<file path="src/rtl/alu_muldiv_seq.sv">
// Iterative multiply/divide unit with architectural HI/LO registers.
// One radix-2 step per cycle on operand magnitudes; signs are restored at commit.
module alu_muldiv_seq #(
    parameter int WIDTH = 32
) (
    input  logic             i_clk,
    input  logic             i_reset,
    input  logic             i_start,
    input  logic [2:0]       i_op,
    input  logic [WIDTH-1:0] i_a,
    input  logic [WIDTH-1:0] i_b,
    output logic [WIDTH-1:0] o_hi,
    output logic [WIDTH-1:0] o_lo,
    output logic             o_busy,
    output logic             o_done,
    output logic             o_div_zero
);
    // state    | meaning
    // S_IDLE   | waiting for Start; MTHI/MTLO complete here directly
    // S_CALC   | one shift-add / restoring-divide step per cycle, WIDTH steps
    // S_FINISH | Done cycle after the commit; Start is ignored
    typedef enum logic [1:0] {
        S_IDLE   = 2'd0,
        S_CALC   = 2'd1,
        S_FINISH = 2'd2
    } state_t;

    localparam int            CW        = (WIDTH > 1) ? $clog2(WIDTH) : 1;
    localparam logic [CW-1:0] LAST_STEP = CW'(WIDTH - 1);

    localparam logic [2:0] OP_MULT  = 3'b000;
    localparam logic [2:0] OP_MULTU = 3'b001;
    localparam logic [2:0] OP_DIV   = 3'b010;
    localparam logic [2:0] OP_DIVU  = 3'b011;
    localparam logic [2:0] OP_MADD  = 3'b100;
    localparam logic [2:0] OP_MSUB  = 3'b101;
    localparam logic [2:0] OP_MTHI  = 3'b110;
    localparam logic [2:0] OP_MTLO  = 3'b111;

    state_t             r_state;
    state_t             w_state_nxt;
    logic [2:0]         r_op;
    logic [WIDTH-1:0]   r_a;
    logic               r_b_zero;
    logic               r_neg_res;
    logic               r_neg_a;
    logic [WIDTH-1:0]   r_mcand;
    logic [WIDTH-1:0]   r_hw;
    logic [WIDTH-1:0]   r_lw;
    logic [CW-1:0]      r_cnt;
    logic [WIDTH-1:0]   r_hi;
    logic [WIDTH-1:0]   r_lo;
    logic               r_busy;
    logic               r_done;
    logic               r_div_zero;

    logic               w_accept;
    logic               w_is_mt;
    logic               w_signed_in;
    logic               w_a_neg;
    logic               w_b_neg;
    logic [WIDTH-1:0]   w_a_mag;
    logic [WIDTH-1:0]   w_b_mag;
    logic               w_is_div_in;
    logic               w_is_div;
    logic               w_last;
    logic [WIDTH-1:0]   w_addend;
    logic [WIDTH:0]     w_mul_sum;
    logic [WIDTH:0]     w_div_trial;
    logic               w_div_ok;
    logic [WIDTH-1:0]   w_step_hw;
    logic [WIDTH-1:0]   w_step_lw;
    logic [2*WIDTH-1:0] w_prod;
    logic [2*WIDTH-1:0] w_sprod;
    logic [2*WIDTH-1:0] w_commit;

    assign w_accept    = (r_state == S_IDLE) && i_start;
    assign w_is_mt     = (i_op == OP_MTHI) || (i_op == OP_MTLO);
    assign w_signed_in = (i_op == OP_MULT) || (i_op == OP_DIV) ||
                         (i_op == OP_MADD) || (i_op == OP_MSUB);
    assign w_is_div_in = (i_op == OP_DIV) || (i_op == OP_DIVU);
    assign w_a_neg     = w_signed_in && i_a[WIDTH-1];
    assign w_b_neg     = w_signed_in && i_b[WIDTH-1];
    assign w_a_mag     = w_a_neg ? -i_a : i_a;
    assign w_b_mag     = w_b_neg ? -i_b : i_b;

    assign w_is_div = (r_op == OP_DIV) || (r_op == OP_DIVU);
    assign w_last   = (r_cnt == '0);

    // Multiply: {r_hw, r_lw} is the partial product with the multiplier shifting out of r_lw.
    assign w_addend  = r_lw[0] ? r_mcand : '0;
    assign w_mul_sum = {1'b0, r_hw} + {1'b0, w_addend};

    // Divide: r_hw is the partial remainder, r_lw shifts dividend bits out and quotient bits in.
    assign w_div_trial = {r_hw, r_lw[WIDTH-1]} - {1'b0, r_mcand};
    assign w_div_ok    = ~w_div_trial[WIDTH];

    always_comb begin
        w_step_hw = w_mul_sum[WIDTH:1];
        w_step_lw = {w_mul_sum[0], r_lw[WIDTH-1:1]};
        if (w_is_div) begin
            w_step_hw = w_div_ok ? w_div_trial[WIDTH-1:0] : {r_hw[WIDTH-2:0], r_lw[WIDTH-1]};
            w_step_lw = {r_lw[WIDTH-2:0], w_div_ok};
        end
    end

    assign w_prod  = {w_step_hw, w_step_lw};
    assign w_sprod = r_neg_res ? -w_prod : w_prod;

    always_comb begin
        w_commit = w_prod;
        case (r_op)
            OP_MULT:  w_commit = w_sprod;
            OP_MULTU: w_commit = w_prod;
            OP_MADD:  w_commit = {r_hi, r_lo} + w_sprod;
            OP_MSUB:  w_commit = {r_hi, r_lo} - w_sprod;
            OP_DIV: begin
                if (r_b_zero) begin
                    w_commit = {r_a, {WIDTH{1'b1}}};
                end else begin
                    w_commit = {(r_neg_a ? -w_step_hw : w_step_hw),
                                (r_neg_res ? -w_step_lw : w_step_lw)};
                end
            end
            OP_DIVU: begin
                if (r_b_zero) begin
                    w_commit = {r_a, {WIDTH{1'b1}}};
                end else begin
                    w_commit = {w_step_hw, w_step_lw};
                end
            end
            default:  w_commit = w_prod;
        endcase
    end

    always_ff @(posedge i_clk) begin
        if (i_reset) begin
            r_state <= S_IDLE;
        end else begin
            r_state <= w_state_nxt;
        end
    end

    always_comb begin
        w_state_nxt = r_state;
        case (r_state)
            S_IDLE:   if (w_accept && !w_is_mt) w_state_nxt = S_CALC;
            S_CALC:   if (w_last) w_state_nxt = S_FINISH;
            S_FINISH: w_state_nxt = S_IDLE;
            default:  w_state_nxt = S_IDLE;
        endcase
    end

    always_ff @(posedge i_clk) begin
        if (i_reset) begin
            r_op       <= '0;
            r_a        <= '0;
            r_b_zero   <= 1'b0;
            r_neg_res  <= 1'b0;
            r_neg_a    <= 1'b0;
            r_mcand    <= '0;
            r_hw       <= '0;
            r_lw       <= '0;
            r_cnt      <= '0;
            r_hi       <= '0;
            r_lo       <= '0;
            r_busy     <= 1'b0;
            r_done     <= 1'b0;
            r_div_zero <= 1'b0;
        end else begin
            r_done     <= 1'b0;
            r_div_zero <= 1'b0;
            case (r_state)
                S_IDLE: begin
                    if (w_accept) begin
                        if (i_op == OP_MTHI) begin
                            r_hi   <= i_a;
                            r_done <= 1'b1;
                        end else if (i_op == OP_MTLO) begin
                            r_lo   <= i_a;
                            r_done <= 1'b1;
                        end else begin
                            r_op      <= i_op;
                            r_a       <= i_a;
                            r_b_zero  <= (i_b == '0);
                            r_neg_res <= w_a_neg ^ w_b_neg;
                            r_neg_a   <= w_a_neg;
                            r_mcand   <= w_is_div_in ? w_b_mag : w_a_mag;
                            r_hw      <= '0;
                            r_lw      <= w_is_div_in ? w_a_mag : w_b_mag;
                            r_cnt     <= LAST_STEP;
                            r_busy    <= 1'b1;
                        end
                    end
                end
                S_CALC: begin
                    r_hw  <= w_step_hw;
                    r_lw  <= w_step_lw;
                    r_cnt <= r_cnt - 1'b1;
                    // The final step's result is committed directly so Hi/Lo appear with Done.
                    if (w_last) begin
                        r_hi       <= w_commit[2*WIDTH-1:WIDTH];
                        r_lo       <= w_commit[WIDTH-1:0];
                        r_busy     <= 1'b0;
                        r_done     <= 1'b1;
                        r_div_zero <= w_is_div && r_b_zero;
                    end
                end
                default: ;
            endcase
        end
    end

    assign o_hi       = r_hi;
    assign o_lo       = r_lo;
    assign o_busy     = r_busy;
    assign o_done     = r_done;
    assign o_div_zero = r_div_zero;
endmodule
</file>
<file path="config.mk">
export PLATFORM = sky130hd
export DESIGN_NAME = alu_muldiv_seq
export DESIGN_NICKNAME = d
export VERILOG_FILES = /design/src/rtl/alu_muldiv_seq.sv
export SDC_FILE = /design/constraint.sdc
export NUM_CORES = 1
export LEC_CHECK = 0
export CAP_MARGIN = 20
export CORE_MARGIN = 3
export CORE_UTILIZATION = 45
export CTS_BUF_LIST = sky130_fd_sc_hd__clkbuf_16
export CTS_CLUSTER_SIZE = 16
export DETAILED_ROUTE_END_ITERATION = 8
export GPL_ROUTABILITY_DRIVEN = 0
export HOLD_SLACK_MARGIN = 0.03
export SYNTH_ARGS = -nofsm -noshare
export SYNTH_HDL_FRONTEND = slang
export SYNTH_SLANG_ARGS = --single-unit
</file>
<file path="constraint.sdc">
create_clock -name i_clk -period 15.6 [get_ports i_clk]
set_input_delay 3.12 -clock i_clk [delete_from_list [all_inputs] [get_ports i_clk]]
set_output_delay 3.12 -clock i_clk [all_outputs]
set_load 0.05 [all_outputs]
</file>
==> After elaboration in Yosys (flattened, before gate mapping) <==
Cells that the tools add are included.
{ "word_totals": {"regBits": 208, "inputBits": 70, "out_inout_bits": 67, "wordCells": 122} }
{ "op_classes": {"n_addsub": 10, "eq_ne": 18, "n_mux": 48, "n_bitwise": 6, "n_reduce_logical": 25} }
{ "op_table": {"columns": ["cell", "count"], "rows": [
  ["32-bit 2-to-1 mux", 23],
  ["64-bit case mux with 5 select lines", 1],
  ["32-bit case mux with 2 select lines", 4],
  ["64-bit 2-to-1 mux", 3],
  ["32-bit negation", 4],
  ["64-bit adder", 1],
  ["64-bit negation", 1],
  ["64-bit subtractor", 1],
  ["32-bit by 32-bit adder with 33-bit output", 1],
  ["33-bit by 32-bit subtractor with 33-bit output", 1],
  ["32-bit zero test", 1],
  ["3-bit == test (second input constant)", 6],
  ["5-bit 2-to-1 mux", 3],
  ["3-bit by 2-bit == test with 1-bit output (second input constant)", 4],
  ["4-bit AND reduction", 3],
  ["5-bit case mux with 2 select lines", 1],
  ["5-bit AND reduction", 2],
  ["1-bit 2-to-1 mux", 8],
  ["2-bit inequality test (second input constant)", 4],
  ["3-bit zero test", 2],
  ["1-bit logical OR", 6],
  ["2-bit by 1-bit inequality test with 1-bit output (second input constant)", 3],
  ["1-bit logical AND", 5],
  ["5-bit zero test", 1],
  ["12 further kinds", 18]
]} }

==> Depth between registers and ports, before layout <==
{ "depth": {"depth_word": 11, "ltp_mapped": 46, "depth_no_buf": 45} }

==> Worst setup path before layout <==
OpenSTA, ideal clock, no wires.
{ "synth_path": {"path_type": "reg2reg", "start": "register r_lw[31]", "end": "register r_hi[30], in the netlist o_hi[30]", "setup_ps": 134, "t_arrival_ps": 8924, "slack_ps": 6542, "stages_incl_launch_ff": 46, "path_buffers": 2, "period_less_slack_ps": 9058, "cell_sequence": "dfxtp_1 -> clkbuf_1 -> inv_1 -> ha_1 -> inv_1 -> fa_1 -> a211oi_1 -> o211ai_1 -> nand4_1 -> a21oi_2 -> o2bb2ai_2 -> o21ai_1 -> nand2_1 -> inv_1 -> ha_1 -> nor2b_1 -> o21ai_0 -> or2_1 -> [... 10 more ...] -> ha_1 -> a21o_1 -> a21o_1 -> a21o_1 -> a21o_1 -> a21o_1 -> a21o_1 -> a21oi_1 -> o21ai_0 -> a21oi_1 -> o211ai_1 -> a31o_2 -> a21oi_1 -> o21ai_0 -> a221oi_1 -> o31a_1 -> mux2i_1 -> a211oi_1"} }
{ "synth_via": {"elab_chain_len": 9, "word_cells_on_any_way": 16, "cone_classes": "add/sub (5); mux (10); bitwise (1)"} }
{ "synth_lines": {"columns": ["item", "line", "source"], "rows": [
  ["start: declaration", "49", "logic [WIDTH-1:0] r_lw;"],
  ["start signal: assignment", "190", "r_lw <= w_is_div_in ? w_a_mag : w_b_mag;"],
  ["start signal: assignment", "198", "r_lw <= w_step_lw;"],
  ["33-bit by 32-bit subtractor with 33-bit output", "95", "assign w_div_trial = {r_hw, r_lw[WIDTH-1]} - {1'b0, r_mcand};"],
  ["32-bit 2-to-1 mux / 1-bit NOT (equally long branches)", "102, 96", null],
  ["32-bit 2-to-1 mux", "101", "if (w_is_div) begin"],
  ["64-bit negation / 32-bit negation (equally long branches)", "108, 121", null],
  ["64-bit 2-to-1 mux / 32-bit 2-to-1 mux (equally long branches)", "108, 121", null],
  ["64-bit subtractor (tied with other cells)", "116", "OP_MSUB: w_commit = {r_hi, r_lo} - w_sprod;"],
  ["64-bit case mux with 5 select lines (*)", "112", "case (r_op)"],
  ["32-bit 2-to-1 mux (*)", "201", "if (w_last) begin"],
  ["32-bit case mux with 2 select lines (*)", "173", "case (r_state)"],
  ["end signal: assignment", "177", "r_hi <= i_a;"],
  ["end signal: assignment", "202", "r_hi <= w_commit[2*WIDTH-1:WIDTH];"],
  ["end: declaration", "51", "logic [WIDTH-1:0] r_hi;"]
]} }
Every way passes the cells marked *; elsewhere a longest branch is shown, timed or not. The select of a mux whose other input is x is not followed.
A chain may end at the register's enable or synchronous reset.

==> Final worst setup path <==
Ends and elaborated chain as after synthesis.

==> results.md <==
* Setup-failing EPs final at 0
* Cell mode on critical path: inv_1
* Root buf cell: clkbuf_16
* Async set-reset flop share out of synthesis at 0%
* Layout area overhead at 11.0%
* Register area at between 0.004 and 0.005 mm²
* Post-synthesis register bit count at 208
* Worst path arrival time at 11840 ps
* DIE HEIGHT at 240 µm
* P_leak at around 11 nW
* Tmin final at 11370 ps
* CTS Hold Bufs at 0
* Initial Util at 46.1%
* Synth Warn # at 0
* Syn_nets at ~3800
* Setup bufs post-CTS at 0
* Fin Setup TNS at 0 ps
* IO Port Bufs at roughly 140
* Fill cells at 5364
* GRT Util Overall at 36.7%
* Drt first-iter violations at 3590
* Drt wl/cell at 25.7 µm
* CP max-delay cell: o21ai_1
* Vias at 28700
* Site Rows at 84
* Setup CP Type: reg -> reg
* Top FF cell, synth: dfxtp_1
* Hold crit path type: reg -> reg
* Multi-input gate area in the final layout at between 0.015 and 0.02 mm²
* Dpl cells at 4214
* Flop2flop setup slack at around 4200 ps
* Worst-margin pin slew at 1210 ps
* Clk sinks at around 210
* Crit start category: flop
* Fin. Hold Viols at 0
* DR vias/cell at 6.74
* Post-Place Cell Area at 0.0263 mm²
* Drt drc at 0
* Cell variety after synth at a little over 100
* Core box area at approximately 0.053 mm²
* CP Capture Type: flop
* RSZ-0062 raised after global routing: no
* Commonest non-fill, non-tap cell in the layout: nand2_1
* Inserted Clock Buffers at 27
* Power Dens Cells at 96.0 mW/mm²
* GRT overflow at 0
* Post-synth EDFFs at 0
* Cell depth of the worst setup path at 39
* Clock Path Buffers at 3
* Number of max-cap violations at 0
* Cells after synthesis at 3575
* Worst reg2reg startpoint: r_lw[31]$_SDFFE_PP0P_
* Clock Skews at 56.3 ps
* Crit-path leading delay family: compound AO/OA/AOI/OAI gates
* Die Area at between 0.05 and 0.06 mm²
* TritonCTS clock tree: done
* Final Cell Area at 0.0272 mm²
* Largest net degree at the start of global routing at 84
* Worst Reg-to-Reg Cells at 39
* First-pass GRT wire length at 163000 µm
* Antenna-violating nets left at 0
* R2r endpoint: o_hi[30]$_SDFFE_PP0P_
* Buffers and inverters on the worst path at 4
* Status: finished, final reports clean
* Max Slew Vio Count at 0
* Die X at 240 µm
* Final Cycle Share at 72.9%
* Sequential fraction of the synthesis area at approximately 17%
* I/O pin cnt at 137
* Critical path fanouts, max at 17
* Vias in the first global route at 27000
* CP required at between 15000 and 20000 ps
* Drt first pass iters at 6
* # resized after CTS at 0
* Commonest cells after routing, fill and taps aside: nand2_1, nor2_1, a21oi_1, o21ai_0, dfxtp_1
* H-tree levels at 1
* Fraction of layout cells with a size suffix above 1 at between 5 and 6%
* CP endpoint: o_hi[30]$_SDFFE_PP0P_
* Slowest cell delay on critical path at 850 ps
* DP HPWL at between 80000 and 90000 µm
* Initial antenna violation count at 3
* Finished Layout Cells at 4263
* Total Wirelength at roughly 110000 µm
* Critical Path Start: r_lw[31]$_SDFFE_PP0P_
* Avg Synthesized Cell Area at 6.86 µm²
* Fmax at 0.0880 GHz
* Worst vdd ir at 0.0974 mV
* CTS clock-pin slew for the worst setup and hold paths at 70 ps
* Syn Std Cell Area at 0.0245 mm²
* Clk_lat worst skew at 610 ps
* Rel. slew slack at 19.3%
* NumNets Final at 3763
[power by group]
group	switching (mW)	internal [mW]	leakage, nW
Combinational	0.907	0.457	8.87
Clock	0.274	0.362	0.423
Sequential	0.0432	0.570	1.70
[state kept, by name, indices dropped and copies added, names as in the netlist, 2 cells and up]
| name | flops |
|---|---|
| r_cnt | 5 |
| r_lw | 32 |
| o_hi | 32 |
| r_op | 3 |
| r_mcand | 32 |
| r_state | 2 |
| r_hw | 32 |
| r_a | 32 |
| o_lo | 32 |
[worst min path at each step]
stage	depth (start not counted)	slack (ps)	startpoint	to
floorplan	2	430	r_a[14]$_SDFFE_PP0P_	r_a[14]$_SDFFE_PP0P_
global placement	2	440	r_a[18]$_SDFFE_PP0P_	r_a[18]$_SDFFE_PP0P_
detailed placement	2	450	r_a[16]$_SDFFE_PP0P_	r_a[16]$_SDFFE_PP0P_
CTS	2	460	r_a[14]$_SDFFE_PP0P_	r_a[14]$_SDFFE_PP0P_
global route	2	480	r_a[24]$_SDFFE_PP0P_	r_a[24]$_SDFFE_PP0P_
finish	2	460	r_a[16]$_SDFFE_PP0P_	r_a[16]$_SDFFE_PP0P_
[kinds of logic after synthesis]
| logic type | after synthesis | share of synthesized area (%) |
|---|---|---|
| multiplexers | 49 | 2.15 |
| adder cells (fa/ha/maj) | 137 | 7.08 |
| XOR/XNOR | 308 | 11.1 |
| buffers and inverters | 337 | 5.32 |
| flip-flops | 208 | 17.0 |
| AO/OA/AOI/OAI | 1233 | 32.7 |
| AND/OR/NAND/NOR | 1303 | 24.8 |
[Yosys cell counts, types with 40 or more instances]
master	number	share of area [%]
a211oi_1	64	2.0
a21o_1	84	2.6
a21oi_1	387	7.9
a22oi_1	48	1.5
and2_1	57	1.5
clkbuf_1	203	3.1
dfxtp_1	208	17
ha_1	134	6.8
inv_1	90	1.4
mux2i_1	41	1.7
nand2_1	429	6.6
nand2b_1	40	1.0
nand3_1	68	1.4
nand4_1	45	1.1
nor2_1	396	6.1
nor3_1	89	1.8
o211ai_1	80	2.4
o21ai_0	220	4.5
o31ai_1	42	1.3
xnor2_1	175	6.2
xor2_1	131	4.7
[final cells by class]
class | instances | area share [%]
diodes | 3 | 0.0276
multi-input cells | 3030 | 70.3
clock buffers | 27 | 2.48
flip-flops and latches | 208 | 15.3
well taps | 688 | 3.16
clock inverters | 18 | 0.639
inverters | 90 | 1.24
repair buffers | 199 | 6.81
[through the flow]
step	power (mW)	hold slack (ps)	setup WS [ps]	utilization, %
3_3_place_gp	1.92	442	4850	49.4
2_1_floorplan	1.54	431	6540	-
5_1_grt	2.73	477	3310	51.1
4_1_cts	2.58	457	4580	51.0
3_5_place_dp	1.94	448	4620	49.4
6_report	2.61	458	4230	51.1
[layer usage]
layer	wire length (µm)	vias to the layer above	GRT usage, %
met1	41000	13500	44.6
met3	11600	438	8.12
met2	48300	1742	58.0
met5	25	-	0
li1	-	13000	-
met4	8600	4	25.1
[tightest hold or removal path: stages (launching register included)]
cell	delay (ps)
dfxtp_1	310
nand2_1	50
a21oi_1	50
(Power assumes the default switching activity.)
